**src/rtl/lstm_ctrl_pkg.sv**
```systemverilog
// Shared types and pass-length helpers for the LSTM forward-pass sequencer.
package lstm_ctrl_pkg;

  typedef enum logic [1:0] {
    TOP_IDLE,
    TOP_L1,
    TOP_L2,
    TOP_DONE
  } top_state_e;

  typedef enum logic [2:0] {
    SEQ_IDLE,
    SEQ_ACC,
    SEQ_DRAIN,
    SEQ_WR,
    SEQ_CLR
  } seq_state_e;

  function automatic int unsigned pass_len(input int unsigned a, input int unsigned b);
    return (a > b) ? a : b;
  endfunction

  function automatic int unsigned cell_cycles(input int unsigned n);
    return n + 3;
  endfunction

endpackage

```
**src/rtl/lstm_layer_seq.sv**
```systemverilog
// One layer: ACC (N taps) -> DRAIN -> WR -> CLR per cell, for every cell at timestep t_i.
// state | meaning: IDLE wait for go | ACC dot-product pass | DRAIN let the pipe settle | WR h/c write-back | CLR acc clear
module lstm_layer_seq
  import lstm_ctrl_pkg::*;
#(
  parameter int unsigned IN   = 53,
  parameter int unsigned CELL = 53,
  parameter int unsigned ADDR = 12,
  parameter int unsigned TW   = 3
) (
  input  logic            clk,
  input  logic            rst,
  input  logic            go_i,
  input  logic [TW-1:0]   t_i,
  output logic            last_cell_o,
  output logic            clr_o,
  output logic            acc_x_o,
  output logic            acc_h_o,
  output logic [ADDR-1:0] rd_addr_x_o,
  output logic [ADDR-1:0] rd_addr_w_o,
  output logic [ADDR-1:0] rd_addr_u_o,
  output logic [ADDR-1:0] rd_addr_h_o,
  output logic [ADDR-1:0] rd_addr_b_o,
  output logic            wr_o,
  output logic [ADDR-1:0] wr_addr_o
);

  localparam int unsigned N  = pass_len(IN, CELL);
  // k must be able to represent N itself so the k < IN / k < CELL compares never wrap
  localparam int unsigned KW = $clog2(N + 1);
  localparam int unsigned JW = (CELL > 1) ? $clog2(CELL) : 1;
  localparam logic [KW-1:0]   K_LAST = KW'(N - 1);
  localparam logic [KW-1:0]   K_IN   = KW'(IN);
  localparam logic [KW-1:0]   K_CELL = KW'(CELL);
  localparam logic [JW-1:0]   J_LAST = JW'(CELL - 1);
  localparam logic [ADDR-1:0] IN_A   = ADDR'(IN);
  localparam logic [ADDR-1:0] CELL_A = ADDR'(CELL);

  seq_state_e state_q, state_d;
  logic [KW-1:0] k_q, k_d;
  logic [JW-1:0] j_q, j_d;

  always_ff @(posedge clk or posedge rst) begin
    if (rst) begin
      state_q <= SEQ_IDLE;
      k_q     <= '0;
      j_q     <= '0;
    end else begin
      state_q <= state_d;
      k_q     <= k_d;
      j_q     <= j_d;
    end
  end

  always_comb begin
    state_d = state_q;
    k_d     = k_q;
    j_d     = j_q;
    case (state_q)
      SEQ_IDLE: if (go_i) begin
        state_d = SEQ_ACC;
        k_d     = '0;
        j_d     = '0;
      end
      SEQ_ACC: begin
        if (k_q == K_LAST) state_d = SEQ_DRAIN;
        else               k_d     = k_q + KW'(1);
      end
      SEQ_DRAIN: state_d = SEQ_WR;
      SEQ_WR:    state_d = SEQ_CLR;
      SEQ_CLR: begin
        k_d = '0;
        if (j_q == J_LAST) begin
          state_d = SEQ_IDLE;
          j_d     = '0;
        end else begin
          state_d = SEQ_ACC;
          j_d     = j_q + JW'(1);
        end
      end
      default: state_d = SEQ_IDLE;
    endcase
  end

  logic            in_acc, addr_live, x_live, h_live, t_nz;
  logic [ADDR-1:0] t_a, k_a, j_a;

  assign t_a = ADDR'(t_i);
  assign k_a = ADDR'(k_q);
  assign j_a = ADDR'(j_q);
  assign t_nz = (t_i != '0);

  // DRAIN keeps k at its last value, so the read addresses hold their final-tap values
  assign in_acc    = (state_q == SEQ_ACC);
  assign addr_live = in_acc || (state_q == SEQ_DRAIN);
  assign x_live    = addr_live && (k_q < K_IN);
  assign h_live    = addr_live && (k_q < K_CELL);

  assign acc_x_o     = in_acc && (k_q < K_IN);
  assign acc_h_o     = in_acc && (k_q < K_CELL) && t_nz;
  assign rd_addr_x_o = x_live ? (t_a * IN_A + k_a) : '0;
  assign rd_addr_w_o = x_live ? (j_a * IN_A + k_a) : '0;
  assign rd_addr_u_o = h_live ? (j_a * CELL_A + k_a) : '0;
  assign rd_addr_h_o = (h_live && t_nz) ? ((t_a - ADDR'(1)) * CELL_A + k_a) : '0;
  assign rd_addr_b_o = addr_live ? j_a : '0;
  assign wr_o        = (state_q == SEQ_WR);
  assign wr_addr_o   = wr_o ? (t_a * CELL_A + j_a) : '0;
  assign clr_o       = (state_q == SEQ_CLR);
  assign last_cell_o = clr_o && (j_q == J_LAST);

endmodule

```
**src/rtl/lstm_fwd_ctrl.sv**
```systemverilog
// Two-layer LSTM forward-pass sequencer: owns IDLE/DONE, the timestep counter and the layer hand-off.
// state | meaning: IDLE wait for start | L1 layer-1 cells | L2 layer-2 cells | DONE one-cycle completion
module lstm_fwd_ctrl
  import lstm_ctrl_pkg::*;
#(
  parameter int unsigned TIMESTEP    = 7,
  parameter int unsigned LAYR1_INPUT = 53,
  parameter int unsigned LAYR1_CELL  = 53,
  parameter int unsigned LAYR2_CELL  = 8,
  parameter int unsigned ADDR        = 12
) (
  input  logic            clk,
  input  logic            rst,
  input  logic            start,
  output logic            busy,
  output logic            done,
  output logic            acc_rst_1,
  output logic            acc_rst_2,
  output logic            acc_x_1,
  output logic            acc_h_1,
  output logic            acc_x_2,
  output logic            acc_h_2,
  output logic [ADDR-1:0] addr_x1,
  output logic [ADDR-1:0] rd_addr_w_1,
  output logic [ADDR-1:0] rd_addr_u_1,
  output logic [ADDR-1:0] rd_addr_b_1,
  output logic [ADDR-1:0] rd_addr_h1,
  output logic [ADDR-1:0] rd_addr_x2,
  output logic [ADDR-1:0] rd_addr_w_2,
  output logic [ADDR-1:0] rd_addr_u_2,
  output logic [ADDR-1:0] rd_addr_b_2,
  output logic [ADDR-1:0] rd_addr_h2,
  output logic            wr_h1,
  output logic            wr_c1,
  output logic            wr_h2,
  output logic            wr_c2,
  output logic [ADDR-1:0] wr_addr_h1,
  output logic [ADDR-1:0] wr_addr_c1,
  output logic [ADDR-1:0] wr_addr_h2,
  output logic [ADDR-1:0] wr_addr_c2
);

  localparam int unsigned TW = (TIMESTEP > 1) ? $clog2(TIMESTEP) : 1;
  localparam logic [TW-1:0] T_LAST = TW'(TIMESTEP - 1);

  if ((TIMESTEP * LAYR1_CELL > (1 << ADDR)) || (TIMESTEP * LAYR1_INPUT > (1 << ADDR))) begin : g_addr_range
    $error("lstm_fwd_ctrl: store sizes exceed the ADDR address space");
  end

  top_state_e state_q, state_d;
  logic [TW-1:0] t_q, t_d;
  logic go1, go2, last1, last2, clr1, clr2, wr1, wr2;
  logic [ADDR-1:0] wa1, wa2;

  always_ff @(posedge clk or posedge rst) begin
    if (rst) begin
      state_q <= TOP_IDLE;
      t_q     <= '0;
    end else begin
      state_q <= state_d;
      t_q     <= t_d;
    end
  end

  always_comb begin
    state_d = state_q;
    t_d     = t_q;
    go1     = 1'b0;
    go2     = 1'b0;
    case (state_q)
      TOP_IDLE: if (start) begin
        state_d = TOP_L1;
        t_d     = '0;
        go1     = 1'b1;
      end
      TOP_L1: if (last1) begin
        state_d = TOP_L2;
        go2     = 1'b1;
      end
      TOP_L2: if (last2) begin
        if (t_q == T_LAST) begin
          state_d = TOP_DONE;
        end else begin
          state_d = TOP_L1;
          t_d     = t_q + TW'(1);
          go1     = 1'b1;
        end
      end
      TOP_DONE: begin
        state_d = TOP_IDLE;
        if (start) begin
          state_d = TOP_L1;
          t_d     = '0;
          go1     = 1'b1;
        end
      end
      default: state_d = TOP_IDLE;
    endcase
  end

  lstm_layer_seq #(.IN(LAYR1_INPUT), .CELL(LAYR1_CELL), .ADDR(ADDR), .TW(TW)) u_l1 (
    .clk         (clk),
    .rst         (rst),
    .go_i        (go1),
    .t_i         (t_q),
    .last_cell_o (last1),
    .clr_o       (clr1),
    .acc_x_o     (acc_x_1),
    .acc_h_o     (acc_h_1),
    .rd_addr_x_o (addr_x1),
    .rd_addr_w_o (rd_addr_w_1),
    .rd_addr_u_o (rd_addr_u_1),
    .rd_addr_h_o (rd_addr_h1),
    .rd_addr_b_o (rd_addr_b_1),
    .wr_o        (wr1),
    .wr_addr_o   (wa1)
  );

  lstm_layer_seq #(.IN(LAYR1_CELL), .CELL(LAYR2_CELL), .ADDR(ADDR), .TW(TW)) u_l2 (
    .clk         (clk),
    .rst         (rst),
    .go_i        (go2),
    .t_i         (t_q),
    .last_cell_o (last2),
    .clr_o       (clr2),
    .acc_x_o     (acc_x_2),
    .acc_h_o     (acc_h_2),
    .rd_addr_x_o (rd_addr_x2),
    .rd_addr_w_o (rd_addr_w_2),
    .rd_addr_u_o (rd_addr_u_2),
    .rd_addr_h_o (rd_addr_h2),
    .rd_addr_b_o (rd_addr_b_2),
    .wr_o        (wr2),
    .wr_addr_o   (wa2)
  );

  assign busy       = (state_q != TOP_IDLE);
  assign done       = (state_q == TOP_DONE);
  assign acc_rst_1  = (state_q != TOP_L1) || clr1;
  assign acc_rst_2  = (state_q != TOP_L2) || clr2;
  assign wr_h1      = wr1;
  assign wr_c1      = wr1;
  assign wr_h2      = wr2;
  assign wr_c2      = wr2;
  assign wr_addr_h1 = wa1;
  assign wr_addr_c1 = wa1;
  assign wr_addr_h2 = wa2;
  assign wr_addr_c2 = wa2;

endmodule
```
**config.mk**
```make
export PLATFORM = sky130hd
export DESIGN_NAME = lstm_fwd_ctrl
export DESIGN_NICKNAME = d
export VERILOG_FILES = /design/src/rtl/lstm_ctrl_pkg.sv /design/src/rtl/lstm_layer_seq.sv /design/src/rtl/lstm_fwd_ctrl.sv
export SDC_FILE = /design/constraint.sdc
export NUM_CORES = 1
export LEC_CHECK = 0
export BUFFER_PORTS_ARGS = -buffer_cell sky130_fd_sc_hd__buf_2
export CAP_MARGIN = 15
export CORE_MARGIN = 2
export CORE_UTILIZATION = 30
export DETAILED_ROUTE_END_ITERATION = 7
export GPL_TIMING_DRIVEN = 1
export SLEW_MARGIN = 20
export SYNTH_ARGS = -nofsm -noshare
export SYNTH_HDL_FRONTEND = slang
export SYNTH_SLANG_ARGS = --single-unit
```
**constraint.sdc**
```tcl
create_clock -name clk -period 7.5 [get_ports clk]
set_clock_uncertainty 0.1 [all_clocks]
set_input_delay 0.375 -clock clk [delete_from_list [all_inputs] [get_ports clk]]
set_output_delay 0.375 -clock clk [all_outputs]
set_load 0.02 [all_outputs]
```
# After elaboration in Yosys (flattened, before gate mapping)
# Index checks and enable logic that the tools add are counted.
[totals] reg_bits=32 input_bits=3 out_inout_bits=180 elab_cells=140
[op_classes] add_sub_neg=15 n_mul=4 magnitude_cmp=3 n_eq_ne=29 n_mux=46 reduce_logical=35
[op_table] op="$mux 12" n=9
[op_table] op="$add 12x6->12" n=7
[op_table] op="$mux 6" n=6
[op_table] op="$pmux 6 s3" n=2
[op_table] op="$mux 3" n=10
[op_table] op="$pmux 3 s5" n=2
[op_table] op="$ne 2x2->1 const B" n=11
[op_table] op="$add 6x1->6 const B" n=3
[op_table] op="$eq 6x6->1 const B" n=3
[op_table] op="$mul 3x6->9 const B" n=2
[op_table] op="$eq 3x2->1 const B" n=4
[op_table] op="$eq 3x3->1 const B" n=4
[op_table] op="$logic_and 1x1->1" n=12
[op_table] op="$lt 6x6->1 const B" n=2
[op_table] op="$mul 12x6->12 const B" n=1
[op_table] op="$mul 6x6->12 const B" n=1
[op_table] op="$pmux 3 s2" n=2
[op_table] op="$pmux 6 s2" n=1
[op_table] op="$reduce_and 3->1" n=3
[op_table] op="$reduce_bool 3->1" n=3
[op_table] op="$mux 1" n=8
[op_table] op="$mux 2" n=4
[op_table] op="$pmux 2 s4" n=1
[op_table] op="$reduce_and 2->1" n=4
[op_table] op="16 further kinds" n=27

# Depth between registers and ports, before layout
[logic_depth] ltp_word=6 ltp_mapped=16 ltp_nobuf=15

# Hierarchy
# A second synthesis with hierarchy kept.
[hier_totals] hier_cells=831 area_unflattened_um2=6964.2
[modules_own_cells] mod="lstm_layer_seq (u_l1)" instances=1 cells_each=458 area_per_inst_um2=3846.2 seq_area_each_um2=375.4
[modules_own_cells] mod="lstm_layer_seq (u_l2)" instances=1 cells_each=298 area_per_inst_um2=2482.4 seq_area_each_um2=300.3
[modules_own_cells] mod="lstm_fwd_ctrl" instances=1 cells_each=75 area_per_inst_um2=635.6 seq_area_each_um2=125.1

# Worst setup path after synthesis
# No wires, ideal clock.
[synth_path] kind="reg-to-output" start="register t_q[1]" end="output port rd_addr_h1[9]" arrival_time_ps=4616 t_required_ps=7025 path_slack_ps=2409 path_stages_with_launch=15 path_buffers=1 cell_sequence="dfrtp_1 inv_1 ha_1 a21boi_0 clkbuf_1 ha_1 ha_1 ha_1 fa_1 ha_1 o21a_1 o31a_1 o21ba_2 o21a_1 nor3_1"
[synth_via] elab_chain_len=4 word_cells_on_any_way=6 cone_classes="add/sub: 2; mul: 1; mux: 1; reduce/logical: 2"
[synth_rtl] element="from (decl)" line_no="lstm_fwd_ctrl.sv:51" rtl="logic [TW-1:0] t_q, t_d;"
[synth_rtl] element="from (signal assigned)" line_no="lstm_fwd_ctrl.sv:61" rtl="t_q <= t_d;"
[synth_rtl] element="$sub 3x1->4" line_no="lstm_layer_seq.sv:104" rtl="assign rd_addr_h_o = (h_live && t_nz) ? ((t_a - ADDR'(1)) * CELL_A + k_a) : '0;"
[synth_rtl] element="$mul 12x6->12" line_no="lstm_layer_seq.sv:104"
[synth_rtl] element="$add 12x6->12" line_no="lstm_layer_seq.sv:104"
[synth_rtl] element="$mux 12 *" line_no="lstm_layer_seq.sv:104"
[synth_rtl] element="to (decl)" line_no="lstm_fwd_ctrl.sv:27" rtl="output logic [ADDR-1:0] rd_addr_h1,"
# Mark *: on every way between the ends. The rest lies on a longest branch, timed or not.

# Final worst setup path
[layout_path] start="register t_q[1]" end="output port rd_addr_h1[8]"
# Same word-level chain as after synthesis.

==> flow_metrics.tcl <==
set metrics [dict create \
    postCtsHoldBufs 0 \
    netlist_top_cells_area "ha_1 25%, dfrtp_1 12%, buf_4 8.2%" \
    relSlewSlack 0.460 \
    slew_viol_final 0 \
    cts_buffer_depth 2 \
    die_width_um 153 \
    dp_hpwl_um 15000 \
    io_pins 183 \
    gp_congestion 0.880 \
    rsz0062_at_grt "false" \
    grt_max_degree 33 \
    cp_max_fo 14 \
    critPathKind "reg2out" \
    port_buffers 140 \
    core-area_um2 21800 \
    ys_types 68 \
    ant_nets 0 \
    cts_buffers 5 \
    die_h_um 153 \
    ys_warn_count 0 \
    setup_tns_ps 0 \
    clk_pin_slew_ps 50 \
    first_pass_iters 5 \
    clk_latency_ps 280 \
    synthToLayoutAreaGrowth_pct 11.5 \
    remaining_drc_errors 0 \
    num_vias 5801 \
    cts_resized 0 \
    fmax_mhz 180 \
    cts_tree "done" \
    r2r_end "u_l1.k_q[5]" \
    drive_above_1_share 0.193 \
    yosysTopAreaCell "ha_1" \
    cellLeakagePower_nw 4.02 \
    regToRegSetupSlack_ps 5060 \
    cts.sinks 32 \
    seq_area_frac_synth 0.120 \
    final_common_cell "buf_2" \
    final-hold-violation-count 0 \
    syn_area_per_cell_um2 8.37 \
    synth_area_um2 6650 \
    grt_pass1_vias 5472 \
    status "completed" \
    cts_setup_buffers 0 \
    maxCapViolCount 0 \
    p_per_area_nw_per_um2 450 \
    grt_pass1_wl_um 28700 \
    initial_core_util 0.305 \
    antenna_found_initial 1 \
    avgViaCountPerCell 4.90 \
    synth_top_area_frac 0.252 \
    ys_ff_latch 32 \
    drtIter0Drc 363 \
    diodes 0 \
    timing.rr.start "t_q[0]" \
    ff2ff_path_depth 7 \
    synth_edf_count 0 \
    clockRootBuffer "clkbuf_16" \
    cp.required_ps 7030 \
    wl_um 18200 \
    grtUsageTotal 0.151 \
    whs_ps 102 \
    worstMarginPinSlew_ps 810 \
    cp.arrival_ps 5090 \
    dieArea_um2 23400 \
    crit_path_start_kind "register" \
    final_cell_mix "140 x buf_2, 134 x ha_1, 70 x nor2_1" \
    row_count 54 \
    cts.htree.levels 2 \
    fin_crit_sh 0.742 \
    synthArstFlopShare 1.00 \
    hp-class "in2async" \
    post_drt_wl_per_cell_um 15.4 \
    p_total_mw 3.34 \
    vdd_drop_max_mv 0.461 \
    post-route-min-period_ps 5560 \
    synth_cells 795 \
    grt_remaining_overflow 0 \
    final_net_count 1058 \
    cp-end-kind "output pin" \
    setup_viol 0 \
    synth_flop_cell "dfrtp_1" \
]
[cell families after synthesis]
kind of cell / share of synthesized area
other cells: 0.000564
xor+xnor: 0.0587
simple gates: 0.187
flops: 0.120
mux: 0.0107
compound gates: 0.190
fa+ha+maj: 0.309
buf+inv: 0.124
[worst max-delay path, stage by stage, from the launching register on]
cell and delay [ps]:
dfrtp_1 790, inv_1 280, ha_1 290, xor2_1 500, ha_1 260, fa_1 440
fa_1 480, ha_1 310, ha_1 370, and4_1 220, a211oi_1 210, o21ai_0 220
xnor2_1 170, nor2_1 80, buf_2 170
[layer usage]
layer / global-route usage / part of all wire / vias up
met5: 0 / 0.00060 / -
met4: 0.0414 / 0.021 / 2
met3: 0.0193 / 0.048 / 24
met2: 0.248 / 0.47 / 155
met1: 0.208 / 0.46 / 2705
li1: - / - / 2915
[state kept, by name (all words and copies together) (netlist names)]
| signal | count |
|---|---|
| u_l1.j_q | 6 |
| u_l1.k_q | 6 |
| u_l2.k_q | 6 |
| t_q | 3 |
| u_l1.state_q | 3 |
| u_l2.j_q | 3 |
| u_l2.state_q | 3 |
| state_q | 2 |
[worst max path at each step]
stage / startpoint / end / slack [ps] / cells past startpoint
2_1_floorplan: t_q[1] / rd_addr_h1[9] / 2410 / 14
3_3_place_gp: t_q[1] / rd_addr_h1[8] / 2410 / 14
3_5_place_dp: t_q[1] / rd_addr_h1[8] / 2210 / 14
4_1_cts: t_q[1] / rd_addr_h1[8] / 1910 / 14
5_1_grt: t_q[1] / rd_addr_h1[10] / 1550 / 14
6_report: t_q[1] / rd_addr_h1[8] / 1940 / 14
[cells in the mapped netlist (2+ instances only)]
master    instances
o21ba_2           2
a221oi_2          2
o211ai_1          7
xor2_1           26
xor2_2            2
a41oi_1           2
o21a_1           11
o31a_1            4
nor3b_2           3
inv_1            60
a22o_1            3
a211o_1           3
nand3_1          17
clkbuf_1          3
nor3_1           29
nand2_1          27
and2_1           23
nor2_1           70
or2_2             3
fa_1             19
nand2b_1          8
a21oi_1          29
a211oi_1         21
a31oi_1           4
o21ai_0          39
mux2i_1           6
buf_4            73
and3_1           21
o21bai_1          8
o21ai_1           2
buf_2             5
or3_1            10
a21o_1           20
a221oi_1          2
o31ai_1           6
dfrtp_1          32
ha_1            134
a21boi_0          2
xnor2_1          13
nor2b_1          11
a31oi_4           2
nand4_1           5
[through the flow]
stage | area [um2] | setup WS, ps | util | std cells
after floorplan | 6810 | 2410 | - | 836
after global placement | 7270 | 2410 | 0.333 | 1175
after detailed placement | 7270 | 2210 | 0.333 | 1175
after CTS | 7420 | 1910 | 0.340 | 1183
after global routing | 7420 | 1550 | 0.340 | 1183
final | 7420 | 1940 | 0.340 | 1183
[power breakdown]
| part | switching [mW] | total (mW) | internal [mW] |
|---|---|---|---|
| clock network | 0.0766 | 0.209 | 0.132 |
| registers | 0.0357 | 0.221 | 0.186 |
| logic | 1.74 | 2.91 | 1.18 |
[layout make-up]
cell class	instances	area, um2
clock buffers	8	146
inverters	60	225
multi-input cells	661	5180
fillers	2331	14400
repair buffers	142	716
well taps	280	350
flip-flops and latches	32	801
Power figures use the tool's default switching activity.
